`config.mk`:
```
export PLATFORM = sky130hd
export DESIGN_NAME = mc_control
export DESIGN_NICKNAME = d
export VERILOG_FILES = /design/src/rtl/mc_control.sv
export SDC_FILE = /design/constraint.sdc
export NUM_CORES = 1
export LEC_CHECK = 0
export BUFFER_PORTS_ARGS = -buffer_cell sky130_fd_sc_hd__buf_2
export CAP_MARGIN = 20
export CORE_MARGIN = 2
export CORE_UTILIZATION = 52
export DETAILED_ROUTE_END_ITERATION = 12
export PLACE_DENSITY = 0.87
export SYNTH_ARGS = -nofsm -noshare
export SYNTH_HDL_FRONTEND = slang
export SYNTH_SLANG_ARGS = --single-unit
```
`constraint.sdc`:
```
create_clock -name clk -period 2.3 [get_ports clk]
set_input_delay 0.575 -clock clk [delete_from_list [all_inputs] [get_ports clk]]
set_output_delay 0.575 -clock clk [all_outputs]
set_load 0.01 [all_outputs]
```
`src/rtl/mc_control.sv`:
```
// Multicycle MIPS main control FSM with a memory wait handshake and a retired-instruction counter.
// Control outputs are registered alongside the state, then qualified by reset, mem_ready and opcode.
module mc_control #(
   parameter int CNT_W = 16
) (
   input  logic             clk,
   input  logic             reset,
   input  logic [5:0]       opcode,
   input  logic             mem_ready,
   output logic             pc_write,
   output logic             pc_write_cond,
   output logic             iord,
   output logic             mem_read,
   output logic             mem_write,
   output logic             ir_write,
   output logic             mem_to_reg,
   output logic             reg_dst,
   output logic             reg_write,
   output logic             alu_src_a,
   output logic [1:0]       alu_src_b,
   output logic [1:0]       alu_op,
   output logic [1:0]       pc_source,
   output logic             illegal_op,
   output logic [3:0]       state_dbg,
   output logic [CNT_W-1:0] instr_retired
);

   typedef enum logic [3:0] {
      FETCH  = 4'd0,  DECODE = 4'd1,  MEMADR = 4'd2,  MEMRD  = 4'd3,
      MEMWB  = 4'd4,  MEMWR  = 4'd5,  EXEC   = 4'd6,  ALUWB  = 4'd7,
      BRANCH = 4'd8,  ADDIEX = 4'd9,  ADDIWB = 4'd10, JUMP   = 4'd11
   } state_t;

   typedef struct packed {
      logic       pc_write;
      logic       pc_write_cond;
      logic       iord;
      logic       mem_read;
      logic       mem_write;
      logic       ir_write;
      logic       mem_to_reg;
      logic       reg_dst;
      logic       reg_write;
      logic       alu_src_a;
      logic [1:0] alu_src_b;
      logic [1:0] alu_op;
      logic [1:0] pc_source;
   } ctrl_t;

   localparam logic [5:0] OP_RTYPE = 6'b000000;
   localparam logic [5:0] OP_LW    = 6'b100011;
   localparam logic [5:0] OP_SW    = 6'b101011;
   localparam logic [5:0] OP_BEQ   = 6'b000100;
   localparam logic [5:0] OP_J     = 6'b000010;
   localparam logic [5:0] OP_ADDI  = 6'b001000;

   // Moore control word for a state; FETCH's ir_write/pc_write are later gated by mem_ready.
   function automatic ctrl_t decode_ctrl(input state_t s);
      ctrl_t c;
      c = '0;
      case (s)
         FETCH: begin
            c.mem_read  = 1'b1;
            c.alu_src_b = 2'b01;
            c.ir_write  = 1'b1;
            c.pc_write  = 1'b1;
         end
         DECODE:         c.alu_src_b = 2'b11;
         MEMADR, ADDIEX: begin
            c.alu_src_a = 1'b1;
            c.alu_src_b = 2'b10;
         end
         MEMRD:  begin c.mem_read  = 1'b1; c.iord = 1'b1; end
         MEMWR:  begin c.mem_write = 1'b1; c.iord = 1'b1; end
         MEMWB:  begin c.reg_write = 1'b1; c.mem_to_reg = 1'b1; end
         EXEC:   begin c.alu_src_a = 1'b1; c.alu_op = 2'b10; end
         ALUWB:  begin c.reg_write = 1'b1; c.reg_dst = 1'b1; end
         ADDIWB: c.reg_write = 1'b1;
         BRANCH: begin
            c.alu_src_a     = 1'b1;
            c.alu_op        = 2'b01;
            c.pc_write_cond = 1'b1;
            c.pc_source     = 2'b01;
         end
         JUMP:   begin c.pc_write = 1'b1; c.pc_source = 2'b10; end
         default: c = '0;
      endcase
      return c;
   endfunction

   state_t state, next_state;
   ctrl_t  ctrl_q;
   logic   legal_op;
   logic   retire;
   logic   active;

   always_comb begin
      legal_op = (opcode == OP_RTYPE) || (opcode == OP_LW) || (opcode == OP_SW) ||
                 (opcode == OP_BEQ)   || (opcode == OP_J)  || (opcode == OP_ADDI);
   end

   always_comb begin
      next_state = state;
      case (state)
         FETCH:  if (mem_ready) next_state = DECODE;
         DECODE: begin
            case (opcode)
               OP_RTYPE:      next_state = EXEC;
               OP_LW, OP_SW:  next_state = MEMADR;
               OP_BEQ:        next_state = BRANCH;
               OP_J:          next_state = JUMP;
               OP_ADDI:       next_state = ADDIEX;
               default:       next_state = FETCH;
            endcase
         end
         MEMADR: next_state = (opcode == OP_SW) ? MEMWR : MEMRD;
         MEMRD:  if (mem_ready) next_state = MEMWB;
         MEMWR:  if (mem_ready) next_state = FETCH;
         EXEC:   next_state = ALUWB;
         ADDIEX: next_state = ADDIWB;
         MEMWB, ALUWB, ADDIWB, BRANCH, JUMP: next_state = FETCH;
         default: next_state = FETCH;
      endcase
   end

   always_comb begin
      retire = (state == MEMWB) || (state == ALUWB) || (state == ADDIWB) ||
               (state == BRANCH) || (state == JUMP) || ((state == MEMWR) && mem_ready);
   end

   // NOTE: the control word is loaded from next_state so it is valid in the same cycle the state is.
   always_ff @(posedge clk) begin
      if (reset) begin
         state         <= FETCH;
         ctrl_q        <= decode_ctrl(FETCH);
         instr_retired <= '0;
      end else begin
         state  <= next_state;
         ctrl_q <= decode_ctrl(next_state);
         if (retire) instr_retired <= instr_retired + CNT_W'(1);
      end
   end

   always_comb begin
      active        = ~reset;
      pc_write      = active & ctrl_q.pc_write & ((state != FETCH) | mem_ready);
      ir_write      = active & ctrl_q.ir_write & mem_ready;
      pc_write_cond = active & ctrl_q.pc_write_cond;
      iord          = active & ctrl_q.iord;
      mem_read      = active & ctrl_q.mem_read;
      mem_write     = active & ctrl_q.mem_write;
      mem_to_reg    = active & ctrl_q.mem_to_reg;
      reg_dst       = active & ctrl_q.reg_dst;
      reg_write     = active & ctrl_q.reg_write;
      alu_src_a     = active & ctrl_q.alu_src_a;
      alu_src_b     = {2{active}} & ctrl_q.alu_src_b;
      alu_op        = {2{active}} & ctrl_q.alu_op;
      pc_source     = {2{active}} & ctrl_q.pc_source;
      illegal_op    = active & (state == DECODE) & ~legal_op;
      state_dbg     = state;
   end

endmodule

```
## After elaboration in Yosys (flattened, before gate mapping)

Index checks and enable logic that the tools add are counted.

- Bits in writable memories: 0
- Memories kept: 0
- Output and inout port bits: 37
- Latch bits: 0
- Logic and storage cells: 104
- Flip-flop bits (word level): 36
- Input bits: 9
- ROM bits: 0

- Divide/modulo/power cells: 0
- Multipliers: 0
- Eq/ne operators: 27
- $lt $le $gt $ge: 0
- Bitwise operators: 20
- $add $sub $neg: 1
- Shift operators: 0
- Multiplexer cells: 19
- Reduce and logical (&&, ||, !) cells: 22

Operator list:

| kind | count |
|---|---|
| 4-bit by 3-bit == test with 1-bit output, second input constant | 8 |
| 4-bit == test, second input constant | 8 |
| 4-bit one-hot mux with 7 select lines | 1 |
| 4-bit one-hot mux with 5 select lines | 1 |
| 16-bit by 1-bit adder with 16-bit output, second input constant | 1 |
| 4-bit by 2-bit == test with 1-bit output, second input constant | 4 |
| 1-bit AND | 14 |
| 6-bit == test, second input constant | 2 |
| 4-bit two-way mux | 3 |
| 1-bit logical OR | 10 |
| 1-bit two-way mux | 10 |
| 2-bit OR reduction | 5 |
| 4-bit by 1-bit == test with 1-bit output, second input constant | 2 |
| 4-bit logical NOT | 2 |
| 2-bit one-hot mux with 2 select lines | 2 |
| 2-bit AND | 3 |
| 6-bit by 2-bit == test with 1-bit output, second input constant | 1 |
| 6-bit by 3-bit == test with 1-bit output, second input constant | 1 |
| 6-bit by 4-bit == test with 1-bit output, second input constant | 1 |
| 6-bit logical NOT | 1 |
| 2-bit one-hot mux with 3 select lines | 1 |
| 4-bit nonzero test | 1 |
| 4-bit OR reduction | 1 |
| 3-bit two-way mux | 1 |
| other kinds (4) | 5 |

## Depth between registers and ports, before layout

Gate-level depths: netlist (run 1).

- Depth in word-level cells: 8
- Depth in mapped cells: 7
- Mapped depth without buffers: 5

## Worst setup path before layout (run 1)

Ideal clock, no wire load.

- Path kind: input-to-output
- Start point: in opcode[3]
- End point: out illegal_op
- Path slack: 0.391 ns
- Arrival: 1.334 ns
- Required time: 1.725 ns
- Path buffers: 1
- Stages: 4
- Path through: clkbuf_1 > nor4_1 > o21ai_0 > and4b_1

- Cells in the longest elaborated chain, start to end: 8
- Elaborated cells between the ends (all ways): 13
- Classes of those cells: 5 x eq/ne; 2 x bitwise; 6 x reduce/logical

Ends and longest elaborated chain:

| element | RTL line | text |
|---|---|---|
| from (decl) | 8 | `input logic [5:0] opcode,` |
| 6-bit == test or 6-bit logical NOT (tied branches) | 98 | `legal_op = (opcode == OP_RTYPE) \|\| (opcode == OP_LW) \|\| (opcode == OP_SW) \|\|` |
| 1-bit logical OR (3 in a row) | 98 |  |
| 1-bit logical OR | 99 | `(opcode == OP_BEQ) \|\| (opcode == OP_J) \|\| (opcode == OP_ADDI);` |
| 1-bit logical OR (*) | 99 |  |
| 1-bit NOT (*) | 159 | `illegal_op = active & (state == DECODE) & ~legal_op;` |
| 1-bit AND (*) | 159 |  |
| to (decl) | 23 | `output logic illegal_op,` |

Every way passes the cells marked *; elsewhere a longest branch is shown, timed or not.

## Final worst setup path (run 1)

- Start point: reg state[1] (netlist: state_dbg[1])
- End point: out illegal_op

- Cells in the longest elaborated chain, start to end: 3

Ends and longest elaborated chain:

| element | RTL line | text |
|---|---|---|
| from (decl) | 91 | `state_t state, next_state;` |
| from (signal assigned) | 138 | `state <= next_state;` |
| 4-bit by 1-bit == test with 1-bit output | 159 |  |
| 1-bit AND (2 in a row) | 159 |  |

No other way between the ends.

==> flow_summary.ini, run 1 <==
[status]
status = complete, no violations

[floorplanning]
die_y_um = 63.0
rows = 21
coreArea_mm2 = 0.00334
die-area_mm2 = 0.00397
initial_utilization_pct = 54.2
num_io_pins = 46
die_w_um = 63.0

[cells_and_area]
post-route-cell-area_mm2 = 0.00207
drive_above_1_share_pct = 30.5
nNetsFinal = 255
finalNonFillerCells = 292
area_growth_syn_to_layout_pct = 14.4
fillCellCount = 297
postLayoutCoreUtil_pct = 62.0
n_antenna_cell = 0

[clocking]
clk_latency_ns = 0.33
clk_pin_slew_worst_paths_ns = 0.11
root_buffer = clkbuf_4
numClockSinks = 34
cts_inserted_buffers = 5
cts_buffer_depth = 2
cts_hold_buf = 0
cts_tree = built
cts_htree_levels = 2

[worst_setup_path]
arrival_ns = 1.58
slowest_delay_ns = 0.46
reg2regPathDepth = 5
crit_path_start_kind = register
r2r_end = ctrl_q[15]$_SDFF_PP1_
path_cells = nor4b_2, and4b_1, buf_2
crit_fanout = 11
rr_startpoint = state_dbg[1]$_SDFF_PP0_
crit_path_top_delay_cell = nor4b_2
crit_buf_inv = 1
crit_type = register to output pin
cp.depth = 3
startpoint = state_dbg[1]$_SDFF_PP0_
end_kind = output pin
cpLargestDelayFamily = simple AND/OR/NAND/NOR gates
regToRegSetupSlack_ns = 0.29
crit_path_end = illegal_op
cp.required_ns = 1.73

[sta]
worst_slack_ns = 0.146
timing.setup.tns_ns = 0
hold_ws_ns = 0.485
hold_viol = 0
max_freq_ghz = 0.464
finalClockSkew_ns = 0.0108
setup_viol = 0
rsz0062_at_grt = no
layout_min_cycle_time_ns = 2.15
worstMarginPinSlew_ns = 0.419
relSlewSlack_pct = 72.1
maxSlewViolCount = 0
post-route-period-util_pct = 93.6

[pwr]
comb_power_share_pct = 8.5
finalPower_mw = 1.03
peakVddDrop_uv = 270
p_int_uw = 780
clkPwrFrac_pct = 33.1
total_leakage_power_nw = 0.879
p_sw_uw = 254
seqPwrFrac_pct = 58.4
powerDensity_mw_per_mm2 = 500
p_sw_share_pct = 24.6

[synthesis]
synth_xor_area_share_pct = 3.87
ys_types = 52
synth_top_area_cell = dfxtp_1
syn_nets = 214
syn_inst = 204
synth_edf_count = 0
async_flop_share_pct = 0
syn_area_mm2 = 0.00181
yosys_most_used_dff = dfxtp_1
synth_top_family_by_area = simple AND/OR/NAND/NOR gates
yosys_warnings = 0
synth_area_per_cell_um2 = 8.87
synthTopCellsByArea = dfxtp_1, nor2b_1, a21oi_1, buf_6, xor2_1
synth_compound_area_share_pct = 17.3
synth_top_area_share_pct = 37.6
synth-seq-area-share_pct = 37.6
synth_simple_gate_area_share_pct = 32.1
synth_adder_area_share_pct = 0.692
muxShareOfSynthArea_pct = 0
ys_ff_latch = 34

[grt]
grt_usage_pct = 19.1
grt-ovfl-total = 0
grt_pass1_wl_um = 6040
grt_max_degree = 28
first_global_vias = 1349
antenna_found_initial = 0

[placement]
pre_cts_slack_ns = 0.176
dp_hpwl_um = 2650
placed_cell_area_mm2 = 0.00200
io_buffers = 45
dp_cells = 284
gp_congestion = 0.816

[detailed_routing]
drc = 0
drt-total-wl_um = 3520
dr.pass1.iters = 4
dr.first_iter.drc_count = 57
wl_per_cell_um = 12.0
vias = 1569
ant_nets = 0
via_per_inst = 5.37

[run]
cap_violations = 0

[hold_path]
hp-class = register to register
-- logic make-up after synthesis --
kind of cell,count (synthesis)
AO/OA/AOI/OAI,45
flip-flops,34
buffers and inverters,25
XOR/XNOR,8
AND/OR/NAND/NOR,91
adder cells (fa/ha/maj),1
-- synth_stat cells, types with 5 or more instances --
cell type	count
a21oi_1	13
buf_6	5
dfxtp_1	34
inv_1	11
nand2_1	7
nand3_1	9
nand4_1	5
nor2_1	12
nor2b_1	15
nor3_1	6
nor3b_1	6
o21ai_0	8
o31ai_1	5
or4_1	5
xor2_1	6
-- layout by cell type (no fill, tap or decap), types with 4 or more instances in the layout --
cell	count
a21oi_1	13
or2_2	4
inv_1	11
nor2_1	12
nand4_1	5
nor3_1	6
nor3b_1	6
xor2_1	6
o21ai_0	8
clkbuf_4	5
nor2b_1	15
nand2_1	7
buf_2	45
o31ai_1	5
nand3_1	9
dfxtp_1	32
or4_1	5
-- how the worst min path moves through the flow --
stage	start	end	slack, ns	cells past startpoint
6_report	instr_retired[15]$_SDFFE_PP0P_	instr_retired[15]$_SDFFE_PP0P_	0.49	2
4_1_cts	instr_retired[15]$_SDFFE_PP0P_	instr_retired[15]$_SDFFE_PP0P_	0.49	2
3_5_place_dp	instr_retired[15]$_SDFFE_PP0P_	instr_retired[15]$_SDFFE_PP0P_	0.47	2
5_1_grt	instr_retired[15]$_SDFFE_PP0P_	instr_retired[15]$_SDFFE_PP0P_	0.52	2
3_3_place_gp	instr_retired[15]$_SDFFE_PP0P_	instr_retired[15]$_SDFFE_PP0P_	0.47	2
2_1_floorplan	instr_retired[15]$_SDFFE_PP0P_	instr_retired[15]$_SDFFE_PP0P_	0.50	2
-- worst min-delay path: stages (launching register included) --
cell and delay, ns:
dfxtp_1 0.33, o31ai_1 0.06, a21oi_1 0.05
-- layout make-up --
cell class                      instances  area [µm²]  area share, %
Clock inverter                          2        12.5          0.605
Timing Repair Buffer                   48         248           12.0
Inverter                               11        41.3           2.00
Multi-Input combinational cell        145         976           47.2
Sequential cell                        34         683           33.0
Tap cell                               46        57.6           2.78
Clock buffer                            6        51.3           2.48
-- power groups by stage --
stage / clock network, mW / registers (mW) / logic (mW)
3_5_place_dp: 0 / 0.618 / 0.0878
4_1_cts: 0.349 / 0.604 / 0.0878
6_report: 0.343 / 0.604 / 0.0876
2_1_floorplan: 0 / 0.613 / 0.0656
5_1_grt: 0.373 / 0.606 / 0.0974
3_3_place_gp: 0 / 0.617 / 0.0857
-- timing repair --
action / 4_1_cts / 5_1_grt
setup endpoints to repair: 0 / 2
gates resized for setup: 0 / 2
endpoints found under the hold margin: 0 / 0
buffers inserted: 0 / 0
-- registers in the layout, indices dropped and copies added, names as in the netlist --
| register | cells |
|---|---|
| state_dbg | 4 |
| instr_retired | 16 |
| ctrl_q | 14 |
-- metal layers --
metal / GRT usage [%] / part of all wire (%)
met1: 25.3 / 48
met2: 29.7 / 46
met3: 4.68 / 3.9
met4: 7.78 / 1.7
met5: 0 / 0
Note: power is estimated with default switching activity, not from simulation.
==> run 2, diff against run 1 <==
- CTS_BUF_LIST: not set -> sky130_fd_sc_hd__clkbuf_16
==> run 2 against run 1 <==
Cell count unchanged. Via count about the same. Clock-buffer cell count down 1. Global-route usage up 0.87 points. Combinational power up 2.6%. Clock skew down 0.0078 ns. Non-clock buffer count unchanged. First-iteration DRC count up 54%. Highest routed layer unchanged.
==> flow_summary.ini, run 2 (same netlist as run 1, synthesis figures left out) <==
[status]
status = complete, no violations

[detailed_routing]
drt-total-wl_um = 3670
dr.pass1.iters = 4
wl_per_cell_um = 12.6
dr.first_iter.drc_count = 88
vias = 1570
via_per_inst = 5.38
ant_nets = 0
drc = 0

[pwr]
comb_power_share_pct = 6.8
clkPwrFrac_pct = 47.3
total_leakage_power_nw = 0.914
peakVddDrop_uv = 313
powerDensity_mw_per_mm2 = 613
p_sw_uw = 291
p_int_mw = 1.03
seqPwrFrac_pct = 45.9
p_sw_share_pct = 22.1

[cells_and_area]
final_common_cell = buf_2
multi_input_area_um2 = 985
postLayoutCoreUtil_pct = 64.6
n_antenna_cell = 0
finalNonFillerCells = 292
fillCellCount = 281
mostFrequentLayoutCells = buf_2, dfxtp_1, nor2b_1, a21oi_1, nor2_1
regMostFlops = instr_retired
seq_area_um2 = 682
area_growth_syn_to_layout_pct = 19.1
nNetsFinal = 255
drive_above_1_share_pct = 29.7
largest_register_ff_count = 16
post-route-cell-area_mm2 = 0.00215

[sta]
worst_slack_ns = 0.148
maxSlewViolCount = 0
finalClockSkew_ns = 0.00307
worstMarginPinSlew_ns = 0.462
layout_min_cycle_time_ns = 2.15
relSlewSlack_pct = 69.1
post-route-period-util_pct = 93.6
max_freq_ghz = 0.465
timing.setup.tns_ns = 0
hold_viol = 0
setup_viol = 0
rsz0062_at_grt = no

[grt]
grt-ovfl-total = 0
grt_max_degree = 28
grt_pass1_wl_um = 6220
antenna_found_initial = 0
grt_usage_pct = 20.0
first_global_vias = 1353

[floorplanning]
initial_utilization_pct = 54.2
die-area_mm2 = 0.00397
die_w_um = 63.0
die_y_um = 63.0
num_io_pins = 46
rows = 21
coreArea_mm2 = 0.00334

[placement]
pre_cts_slack_ns = 0.176
dp_cells = 284
dp_hpwl_um = 2650
placed_cell_area_mm2 = 0.00200
gp_congestion = 0.816
io_buffers = 45

[worst_setup_path]
crit_path_start_kind = register
reg2regPathDepth = 5
end_kind = output pin
cp.required_ns = 1.73
arrival_ns = 1.58
crit_fanout = 13
crit_type = register to output pin

[clocking]
cts_hold_buf = 0
cts_setup_buffers = 0
clk_pin_slew_worst_paths_ns = 0.05
post_cts_resized = 0
cts_tree = built
clk_latency_ns = 0.27
cts_htree_levels = 2
numClockSinks = 34
cts_buffer_depth = 2
cts_inserted_buffers = 5
root_buffer = clkbuf_16

[hold_path]
holdPathStages = 2
hp-class = register to register

[run]
cap_violations = 0
## run 2: cell types whose count changed in the layout (fill, tap and decap cells not counted), sizes merged
cell and delta:
clkbuf -1, clkinv +1
## run 2: cell type report
cell class / instances / area share (%)
sequential: 34 / 31.6
inverter: 11 / 1.92
clock buffer: 5 / 5.81
clock inverter: 3 / 0.755
multi-input combinational: 145 / 45.7
tap: 46 / 2.67
timing repair buffer: 48 / 11.5
## run 2: power by group through the flow
stage | Combinational, mW | Clock (mW) | Sequential (mW)
3_3_place_gp | 0.0857 | 0 | 0.617
5_1_grt | 0.0991 | 0.662 | 0.606
3_5_place_dp | 0.0878 | 0 | 0.618
4_1_cts | 0.0877 | 0.634 | 0.605
6_report | 0.0899 | 0.625 | 0.606
2_1_floorplan | 0.0656 | 0 | 0.613
## run 2: per-layer routing
metal,global-route usage [%],routed length [µm],up-vias
li1,-,-,813
met4,10.0,70,0
met2,30.7,1740,46
met1,26.5,1700,706
met5,0,0,-
met3,3.96,155,5
## run 2: worst paths after layout
kind                             startpoint                        endpoint  slack [ns]
max                 state_dbg[0]$_SDFF_PP0_                      illegal_op        0.15
max reg2reg         state_dbg[0]$_SDFF_PP0_  instr_retired[15]$_SDFFE_PP0P_        0.22
min          instr_retired[15]$_SDFFE_PP0P_  instr_retired[15]$_SDFFE_PP0P_        0.48
min reg2reg  instr_retired[15]$_SDFFE_PP0P_  instr_retired[15]$_SDFFE_PP0P_        0.48
## run 2: worst max-delay path: stages, from the launching register on
cell,delay [ns]
dfxtp_1,0.60
nor4b_4,0.35
and4b_1,0.22
buf_2,0.12
## run 2: stage by stage
| stage | total power, mW | hold WS (ns) |
|---|---|---|
| final | 1.32 | 0.478 |
| after global routing | 1.37 | 0.508 |
| after CTS | 1.33 | 0.479 |
| after detailed placement | 0.705 | 0.472 |
| after global placement | 0.703 | 0.468 |
| after floorplan | 0.679 | 0.497 |
